### config.mk
export PLATFORM = sky130hd
export DESIGN_NAME = mem_stage_async
export DESIGN_NICKNAME = d
export VERILOG_FILES = /design/src/rtl/mem_stage_async_pkg.sv /design/src/rtl/mem_stage_async_load_align.sv /design/src/rtl/mem_stage_async.sv
export SDC_FILE = /design/constraint.sdc
export NUM_CORES = 1
export LEC_CHECK = 0
export BUFFER_PORTS_ARGS = -buffer_cell sky130_fd_sc_hd__buf_4
export CAP_MARGIN = 20
export CORE_MARGIN = 3
export CORE_UTILIZATION = 25
export CTS_CLUSTER_SIZE = 25
export DETAILED_ROUTE_END_ITERATION = 7
export GPL_ROUTABILITY_DRIVEN = 0
export PLACE_DENSITY = 0.49
export SLEW_MARGIN = 15
export SYNTH_ARGS = -nofsm -noshare
export SYNTH_HDL_FRONTEND = slang
export SYNTH_SLANG_ARGS = --single-unit
export TNS_END_PERCENT = 30
### constraint.sdc
create_clock -name clk -period 2.8 [get_ports clk]
set_clock_uncertainty 0.15 [all_clocks]
set_input_delay 0.28 -clock clk [delete_from_list [all_inputs] [get_ports clk]]
set_output_delay 0.28 -clock clk [all_outputs]
set_load 0.05 [all_outputs]
### src/rtl/mem_stage_async_pkg.sv
// Shared constants for the MEM stage: one-hot field indices, access size codes,
// handshake FSM states and the kseg0/kseg1 address translation constants.
package mem_stage_async_pkg;

  localparam int unsigned SEL_ALU  = 0;
  localparam int unsigned SEL_LOAD = 1;
  localparam int unsigned SEL_LWLR = 2;
  localparam int unsigned SEL_NNPC = 3;
  localparam int unsigned SEL_MF   = 4;

  localparam int unsigned LOAD_LB  = 0;
  localparam int unsigned LOAD_LBU = 1;
  localparam int unsigned LOAD_LH  = 2;
  localparam int unsigned LOAD_LHU = 3;
  localparam int unsigned LOAD_LW  = 4;
  localparam int unsigned LOAD_LWL = 5;
  localparam int unsigned LOAD_LWR = 6;

  localparam logic [1:0] SIZE_B = 2'd0;
  localparam logic [1:0] SIZE_H = 2'd1;
  localparam logic [1:0] SIZE_W = 2'd2;

  // VA[31:30]==2'b10 covers 0x8000_0000..0xBFFF_FFFF (kseg0/kseg1)
  localparam logic [1:0] KSEG01_TOP = 2'b10;

  typedef enum logic [1:0] {
    ST_IDLE = 2'd0,
    ST_REQ  = 2'd1,
    ST_WAIT = 2'd2,
    ST_DONE = 2'd3
  } mem_state_e;

  function automatic logic [1:0] size_from_strb(input logic [3:0] strb);
    case (strb)
      4'b0001, 4'b0010, 4'b0100, 4'b1000: size_from_strb = SIZE_B;
      4'b0011, 4'b1100:                   size_from_strb = SIZE_H;
      default:                            size_from_strb = SIZE_W;
    endcase
  endfunction

endpackage

### src/rtl/mem_stage_async_load_align.sv
// Load data alignment: picks/extends the addressed byte or halfword and merges
// LWL/LWR partial words with the old rt value.
module mem_stage_async_load_align
  import mem_stage_async_pkg::*;
(
  input  logic [31:0] rdata,
  input  logic [1:0]  vaddr_lo,
  input  logic [6:0]  load_type,
  input  logic [31:0] rt_old,
  output logic [31:0] wbdata,
  output logic [3:0]  reg_we
);

  logic [7:0]  byte_sel;
  logic [15:0] half_sel;

  always_comb begin
    case (vaddr_lo)
      2'd0:    byte_sel = rdata[7:0];
      2'd1:    byte_sel = rdata[15:8];
      2'd2:    byte_sel = rdata[23:16];
      default: byte_sel = rdata[31:24];
    endcase
    half_sel = vaddr_lo[1] ? rdata[31:16] : rdata[15:0];
  end

  always_comb begin
    wbdata = '0;
    reg_we = (|load_type) ? 4'b1111 : 4'b0000;
    if (load_type[LOAD_LB])       wbdata = {{24{byte_sel[7]}}, byte_sel};
    else if (load_type[LOAD_LBU]) wbdata = {24'd0, byte_sel};
    else if (load_type[LOAD_LH])  wbdata = {{16{half_sel[15]}}, half_sel};
    else if (load_type[LOAD_LHU]) wbdata = {16'd0, half_sel};
    else if (load_type[LOAD_LW])  wbdata = rdata;
    else if (load_type[LOAD_LWL]) begin
      case (vaddr_lo)
        2'd0:    wbdata = {rdata[7:0],  rt_old[23:0]};
        2'd1:    wbdata = {rdata[15:0], rt_old[15:0]};
        2'd2:    wbdata = {rdata[23:0], rt_old[7:0]};
        default: wbdata = rdata;
      endcase
    end else if (load_type[LOAD_LWR]) begin
      case (vaddr_lo)
        2'd0:    wbdata = rdata;
        2'd1:    wbdata = {rt_old[31:24], rdata[31:8]};
        2'd2:    wbdata = {rt_old[31:16], rdata[31:16]};
        default: wbdata = {rt_old[31:8],  rdata[31:24]};
      endcase
    end
  end

endmodule

### src/rtl/mem_stage_async.sv
// MEM pipeline stage driving data memory through a split req/addr_ok/data_ok
// handshake, with in-order discard of responses belonging to flushed requests.
module mem_stage_async
  import mem_stage_async_pkg::*;
#(
  parameter int unsigned ADDR_W      = 32,
  parameter int unsigned DATA_W      = 32,
  parameter int unsigned MAX_DISCARD = 2
) (
  input  logic              clk,
  input  logic              rst_n,
  input  logic              exe_valid_in,
  output logic              mem_allowin_out,
  input  logic              wb_allowin_in,
  output logic              mem_valid_out,
  input  logic              flush_in,
  input  logic [4:0]        exe_sel_wbdata_in,
  input  logic [6:0]        exe_load_type_in,
  input  logic [3:0]        exe_mem_we_in,
  input  logic              exe_mem_re_in,
  input  logic [ADDR_W-1:0] exe_vaddr_in,
  input  logic [DATA_W-1:0] exe_wdata_in,
  input  logic [31:0]       exe_aluout_in,
  input  logic [31:0]       exe_nnpc_in,
  input  logic [31:0]       exe_pc_in,
  input  logic [31:0]       exe_rt_old_in,
  input  logic [4:0]        exe_regnum_in,
  input  logic [31:0]       mult_div_res_in,
  input  logic              mult_div_ok_in,
  output logic              data_req,
  output logic              data_wr,
  output logic [1:0]        data_size,
  output logic [3:0]        data_wstrb,
  output logic [ADDR_W-1:0] data_addr,
  output logic [DATA_W-1:0] data_wdata,
  input  logic              data_addr_ok,
  input  logic              data_data_ok,
  input  logic [DATA_W-1:0] data_rdata,
  output logic [31:0]       mem_wbdata_out,
  output logic [3:0]        mem_reg_we_out,
  output logic [31:0]       mem_pc_out,
  output logic [4:0]        mem_wnum_out,
  output logic              mem_busy_load_out
);

  localparam int unsigned DCW = $clog2(MAX_DISCARD + 1);
  localparam logic [ADDR_W-1:0] KSEG_MASK = {3'b000, {(ADDR_W-3){1'b1}}};

  logic              valid;
  mem_state_e        state;
  logic [DCW-1:0]    discard;
  logic [4:0]        sel;
  logic [6:0]        lt;
  logic [3:0]        we;
  logic              re;
  logic [ADDR_W-1:0] vaddr;
  logic [DATA_W-1:0] wdata;
  logic [31:0]       aluout, nnpc, pc, rt_old;
  logic [4:0]        regnum;
  logic [DATA_W-1:0] hold;

  logic              is_mem, ready, resp_take, disc_inc, disc_dec;
  logic [ADDR_W-1:0] paddr;
  logic [31:0]       align_data;
  logic [3:0]        align_we, base_we;

  assign is_mem          = re | (|we);
  assign data_req        = valid && (state == ST_REQ) && (discard != DCW'(MAX_DISCARD));
  assign resp_take       = (state == ST_WAIT) && data_data_ok && (discard == '0);
  assign ready           = is_mem ? (state == ST_DONE) : (sel[SEL_MF] ? mult_div_ok_in : 1'b1);
  assign mem_valid_out   = valid && ready;
  assign mem_allowin_out = !valid || (mem_valid_out && wb_allowin_in);
  // A response arriving in the flush cycle is consumed here, so it is not counted as outstanding.
  assign disc_inc = flush_in && (((state == ST_WAIT) && !resp_take) ||
                                 ((state == ST_REQ) && data_req && data_addr_ok));
  assign disc_dec = data_data_ok && (discard != '0);

  assign paddr      = (vaddr[ADDR_W-1 -: 2] == KSEG01_TOP) ? (vaddr & KSEG_MASK) : vaddr;
  assign data_addr  = (lt[LOAD_LWL] | lt[LOAD_LWR]) ? {paddr[ADDR_W-1:2], 2'b00} : paddr;
  assign data_wr    = |we;
  assign data_wstrb = we;
  assign data_wdata = wdata;

  always_comb begin
    data_size = SIZE_B;
    if (re) begin
      if (lt[LOAD_LB] | lt[LOAD_LBU])      data_size = SIZE_B;
      else if (lt[LOAD_LH] | lt[LOAD_LHU]) data_size = SIZE_H;
      else                                 data_size = SIZE_W;
    end else if (|we) begin
      data_size = size_from_strb(we);
    end
  end

  mem_stage_async_load_align u_align (
    .rdata     (hold[31:0]),
    .vaddr_lo  (vaddr[1:0]),
    .load_type (lt),
    .rt_old    (rt_old),
    .wbdata    (align_data),
    .reg_we    (align_we)
  );

  always_comb begin
    mem_wbdata_out = ({32{sel[SEL_ALU]}}  & aluout) |
                     ({32{sel[SEL_LOAD] | sel[SEL_LWLR]}} & align_data) |
                     ({32{sel[SEL_NNPC]}} & nnpc) |
                     ({32{sel[SEL_MF]}}   & mult_div_res_in);
    if (sel[SEL_ALU] | sel[SEL_NNPC] | sel[SEL_MF]) base_we = 4'b1111;
    else if (sel[SEL_LOAD] | sel[SEL_LWLR])        base_we = align_we;
    else                                            base_we = 4'b0000;
    mem_reg_we_out = (mem_valid_out && (regnum != 5'd0)) ? base_we : 4'b0000;
  end

  assign mem_pc_out        = pc;
  assign mem_wnum_out      = regnum;
  assign mem_busy_load_out = valid && re && (state != ST_DONE);

  always_ff @(posedge clk or negedge rst_n) begin
    if (!rst_n) begin
      valid   <= 1'b0;
      state   <= ST_IDLE;
      discard <= '0;
      sel     <= '0;
      lt      <= '0;
      we      <= '0;
      re      <= 1'b0;
      vaddr   <= '0;
      wdata   <= '0;
      aluout  <= '0;
      nnpc    <= '0;
      pc      <= '0;
      rt_old  <= '0;
      regnum  <= '0;
      hold    <= '0;
    end else begin
      if (disc_inc && !disc_dec)      discard <= discard + DCW'(1);
      else if (!disc_inc && disc_dec) discard <= discard - DCW'(1);

      if (resp_take) hold <= data_rdata;

      if (flush_in) begin
        valid <= 1'b0;
        state <= ST_IDLE;
      end else if (mem_allowin_out) begin
        valid <= exe_valid_in;
        state <= ST_IDLE;
        if (exe_valid_in) begin
          sel    <= exe_sel_wbdata_in;
          lt     <= exe_load_type_in;
          we     <= exe_mem_we_in;
          re     <= exe_mem_re_in;
          vaddr  <= exe_vaddr_in;
          wdata  <= exe_wdata_in;
          aluout <= exe_aluout_in;
          nnpc   <= exe_nnpc_in;
          pc     <= exe_pc_in;
          rt_old <= exe_rt_old_in;
          regnum <= exe_regnum_in;
          if (exe_mem_re_in || (|exe_mem_we_in)) state <= ST_REQ;
        end
      end else begin
        case (state)
          ST_REQ:  if (data_req && data_addr_ok) state <= ST_WAIT;
          ST_WAIT: if (resp_take) state <= ST_DONE;
          default: state <= state;
        endcase
      end
    end
  end

  // Responses are in order: any data_ok must match a discarded or waiting request.
  a_no_stray_data_ok: assert property (@(posedge clk) disable iff (!rst_n)
    data_data_ok |-> ((discard != '0) || (state == ST_WAIT)));

endmodule

==> flow_summary.yaml <==
outcome:
  status: "finished with violations"
  violations: "setup timing"
timing:
  hold_ws_ps: 112
  period_share_pct: 108
  slew_viol_final: 0
  max-slew-margin-rel_pct: 55.2
  period_minus_slack_ps: 3030
  hold_viol: 0
  tightestPinTransition_ps: 672
  setup_viol: 36
  fmax_ghz: 0.330
  setup_slack_ps: -228
  rsz0062_at_grt: "true"
power:
  p_per_area_nw_per_um2: 797
  p_leak_nw: 9.86
  p_sw_share_pct: 39.8
  p_total_mw: 17.5
  clock_power_share_pct: 24.2
  p_int_mw: 10.6
  ir_drop_mv: 0.490
  combPwrFrac_pct: 46.2
  seq_power_share_pct: 29.6
  power_switching_mw: 6.96
run:
  cap_viol_max_count: 0
placement:
  dp_slack_ps: -65.3
  portBuffers: 433
  place_hpwl_mm: 38.9
critical_path:
  required_ps: 2370
  worstPathArrival_ps: 2600
  reg2reg_slack_ps: 130
  timing.rr.end: "data_wdata[19]"
  crit_fanout: 7
  crit_path_start_kind: "flip-flop"
  worstSetupEndpointType: "output pin"
  crit_type: "flip-flop to output pin"
  r2r_start: "data_wstrb[3]"
  r2r_cells: 6
floorplanning:
  std_cell_rows: 83
  initial_core_util_pct: 25.5
  die_height_um: 236
  die_area_um2: 55800
  dieWidth_um: 236
  core-area_um2: 51900
  pin_count: 434
clocking:
  path_clk_slew_ps: 60
  tritoncts: "built"
  numCtsBuffers: 31
  cts_num_sinks: 251
  clk_path_buf_depth: 3
  cts_max_level: 1
  clock-root-buffer: "clkbuf_16"
  clock_latency_ps: 580
synthesis:
  synthFlopType: "dfrtp_1"
  syn_inst: 1025
  yosys_warnings: 0
  synth_edf_count: 0
  ys_async_sr_fraction_pct: 100
  yosysSeqAreaShare_pct: 47.4
  synth.distinct_cells: 57
  syn_nets: 1315
  syn_area_um2: 13300
  syn-mean-instance-area_um2: 12.9
  ys_seq_elements: 251
detailed_routing:
  vias: 11500
  wl_per_cell_um: 21.9
  wirelength_mm: 53.5
  drc: 0
  drt_iter0_drc: 800
  drt_pass1_iterations: 5
  postRouteAntennaNets: 0
  post_drt_via_cell_ratio: 4.70
worst_hold_path:
  hp-class: "input pin to flip-flop"
  hp-start: "data_addr_ok"
  hold_path_end: "discard[0]"
  holdPathStages: 5
cells_and_area:
  final_cell_mix: "buf_4 (501), dlygate4sd3_1 (253), dfrtp_1 (241)"
  area_growth_pct: 65.8
  drive_above_1_share_pct: 48.8
  fin_nets: 2031
  layout_commonest_cell: "buf_4"
global_routing:
  grt_pass1_wl_mm: 79.7
  grt_max_degree: 80
  grt_pass1_vias: 12500
  gr-total-overflow: 0
  track_usage_pct: 18.2
  antenna_found_initial: 1
## power by group through the flow
stage	clock, mW	sequential [mW]	combinational, mW
floorplan	0	5.73	3.84
global placement	0	5.21	7.03
detailed placement	0	5.22	7.07
CTS	4.41	5.18	7.90
global route	4.54	5.30	8.47
finish	4.24	5.19	8.08
## metrics by stage
step	utilization [%]	cells	setup TNS [ps]	area, µm²
final	42.3	2447	-4960	22000
after global routing	42.3	2447	-8410	22000
after CTS	41.9	2436	-6330	21700
after detailed placement	33.9	2111	-75.1	17600
after global placement	33.9	2111	-91.2	17600
after floorplan	-	1025	-7330	13300
## final cells by class
type	count	area, µm²
fill	4864	29900
antenna	1	2.50
multi-input combinational	656	6730
clock buffer	44	895
sequential	251	6300
tap	680	851
inverter	4	15.0
timing repair buffer	797	7010
clock inverter	14	184
## worst max-delay path: stages (launching register included)
cell,delay [ps]
dfrtp_4,530
buf_4,160
mux4_2,510
a221oi_4,320
buf_6,160
o211ai_1,120
buf_4,230
## routing by layer
| metal | wire (µm) | track usage [%] |
|---|---|---|
| met2 | 25300 | 30.1 |
| met1 | 23500 | 24.6 |
| met3 | 3410 | 3.76 |
| met5 | 0 | 0 |
| met4 | 1230 | 4.34 |
## sequential cells by signal, indices dropped and copies added (netlist names)
| signal | count |
|---|---|
| aluout | 32 |
| data_wdata | 32 |
| data_wstrb | 4 |
| discard | 2 |
| hold | 32 |
| lt | 7 |
| mem_pc_out | 32 |
| mem_wnum_out | 5 |
| nnpc | 32 |
| re | 1 |
| rt_old | 32 |
| sel | 5 |
| state | 2 |
| vaddr | 32 |
| valid | 1 |
## worst max path at each step
stage | start | endpoint | slack [ps] | depth (start not counted)
2_1_floorplan | data_wstrb[2] | mem_reg_we_out[1] | -200 | 5
3_3_place_gp | vaddr[1] | mem_wbdata_out[24] | -90 | 7
3_5_place_dp | vaddr[1] | mem_wbdata_out[24] | -70 | 7
4_1_cts | vaddr[0] | mem_wbdata_out[27] | -250 | 6
5_1_grt | vaddr[1] | mem_wbdata_out[31] | -280 | 6
6_report | vaddr[0] | mem_wbdata_out[27] | -230 | 6
## cells by family after synthesis
family	synth area share (%)
flip-flops	47.4
XOR/XNOR	0.198
multiplexers	29.2
AO/OA/AOI/OAI	11.4
buffers and inverters	5.39
AND/OR/NAND/NOR	6.10
adder cells (fa/ha/maj)	0.377
## cell usage after synthesis, types with 2 or more instances
master,instances,area [µm²]
mux2_4,160,2400
mux2i_1,20,200
nor3b_1,5,37.5
buf_1,4,15.0
or2_1,2,12.5
o31ai_1,3,22.5
nand2b_1,14,87.6
and3_1,3,18.8
a222oi_1,32,320
or4_1,2,15.0
o21ai_0,32,160
and2_1,5,31.3
o21ai_1,15,75.1
o221ai_1,8,70.1
inv_1,4,15.0
nor2_1,31,116
buf_2,10,50.1
nand3b_1,9,67.6
clkbuf_1,49,184
a21boi_0,7,52.6
a21oi_1,28,140
nand2_1,40,150
a221oi_1,9,78.8
nor2b_1,18,113
o21a_1,3,22.5
buf_6,18,203
a311oi_1,4,35.0
xor2_1,2,17.5
ha_1,4,50.1
nand3_1,9,45.0
nor3_1,4,20.0
a21boi_1,2,15.0
nor4_1,9,56.3
mux2_1,85,957
mux4_2,10,225
mux2_2,8,90.1
a211oi_1,34,255
buf_4,33,248
o211ai_1,18,135
dfrtp_1,251,6280
a31oi_1,5,31.3
## timing repair
item	CTS	global route
pin swaps	21	8
hold endpoints to repair	357	0
hold buffers	253	0
resized for setup	100	25
buffers inserted	12	8
endpoints found under the setup margin	36	37
cloned	2	2
Power figures use the tool's default switching activity.
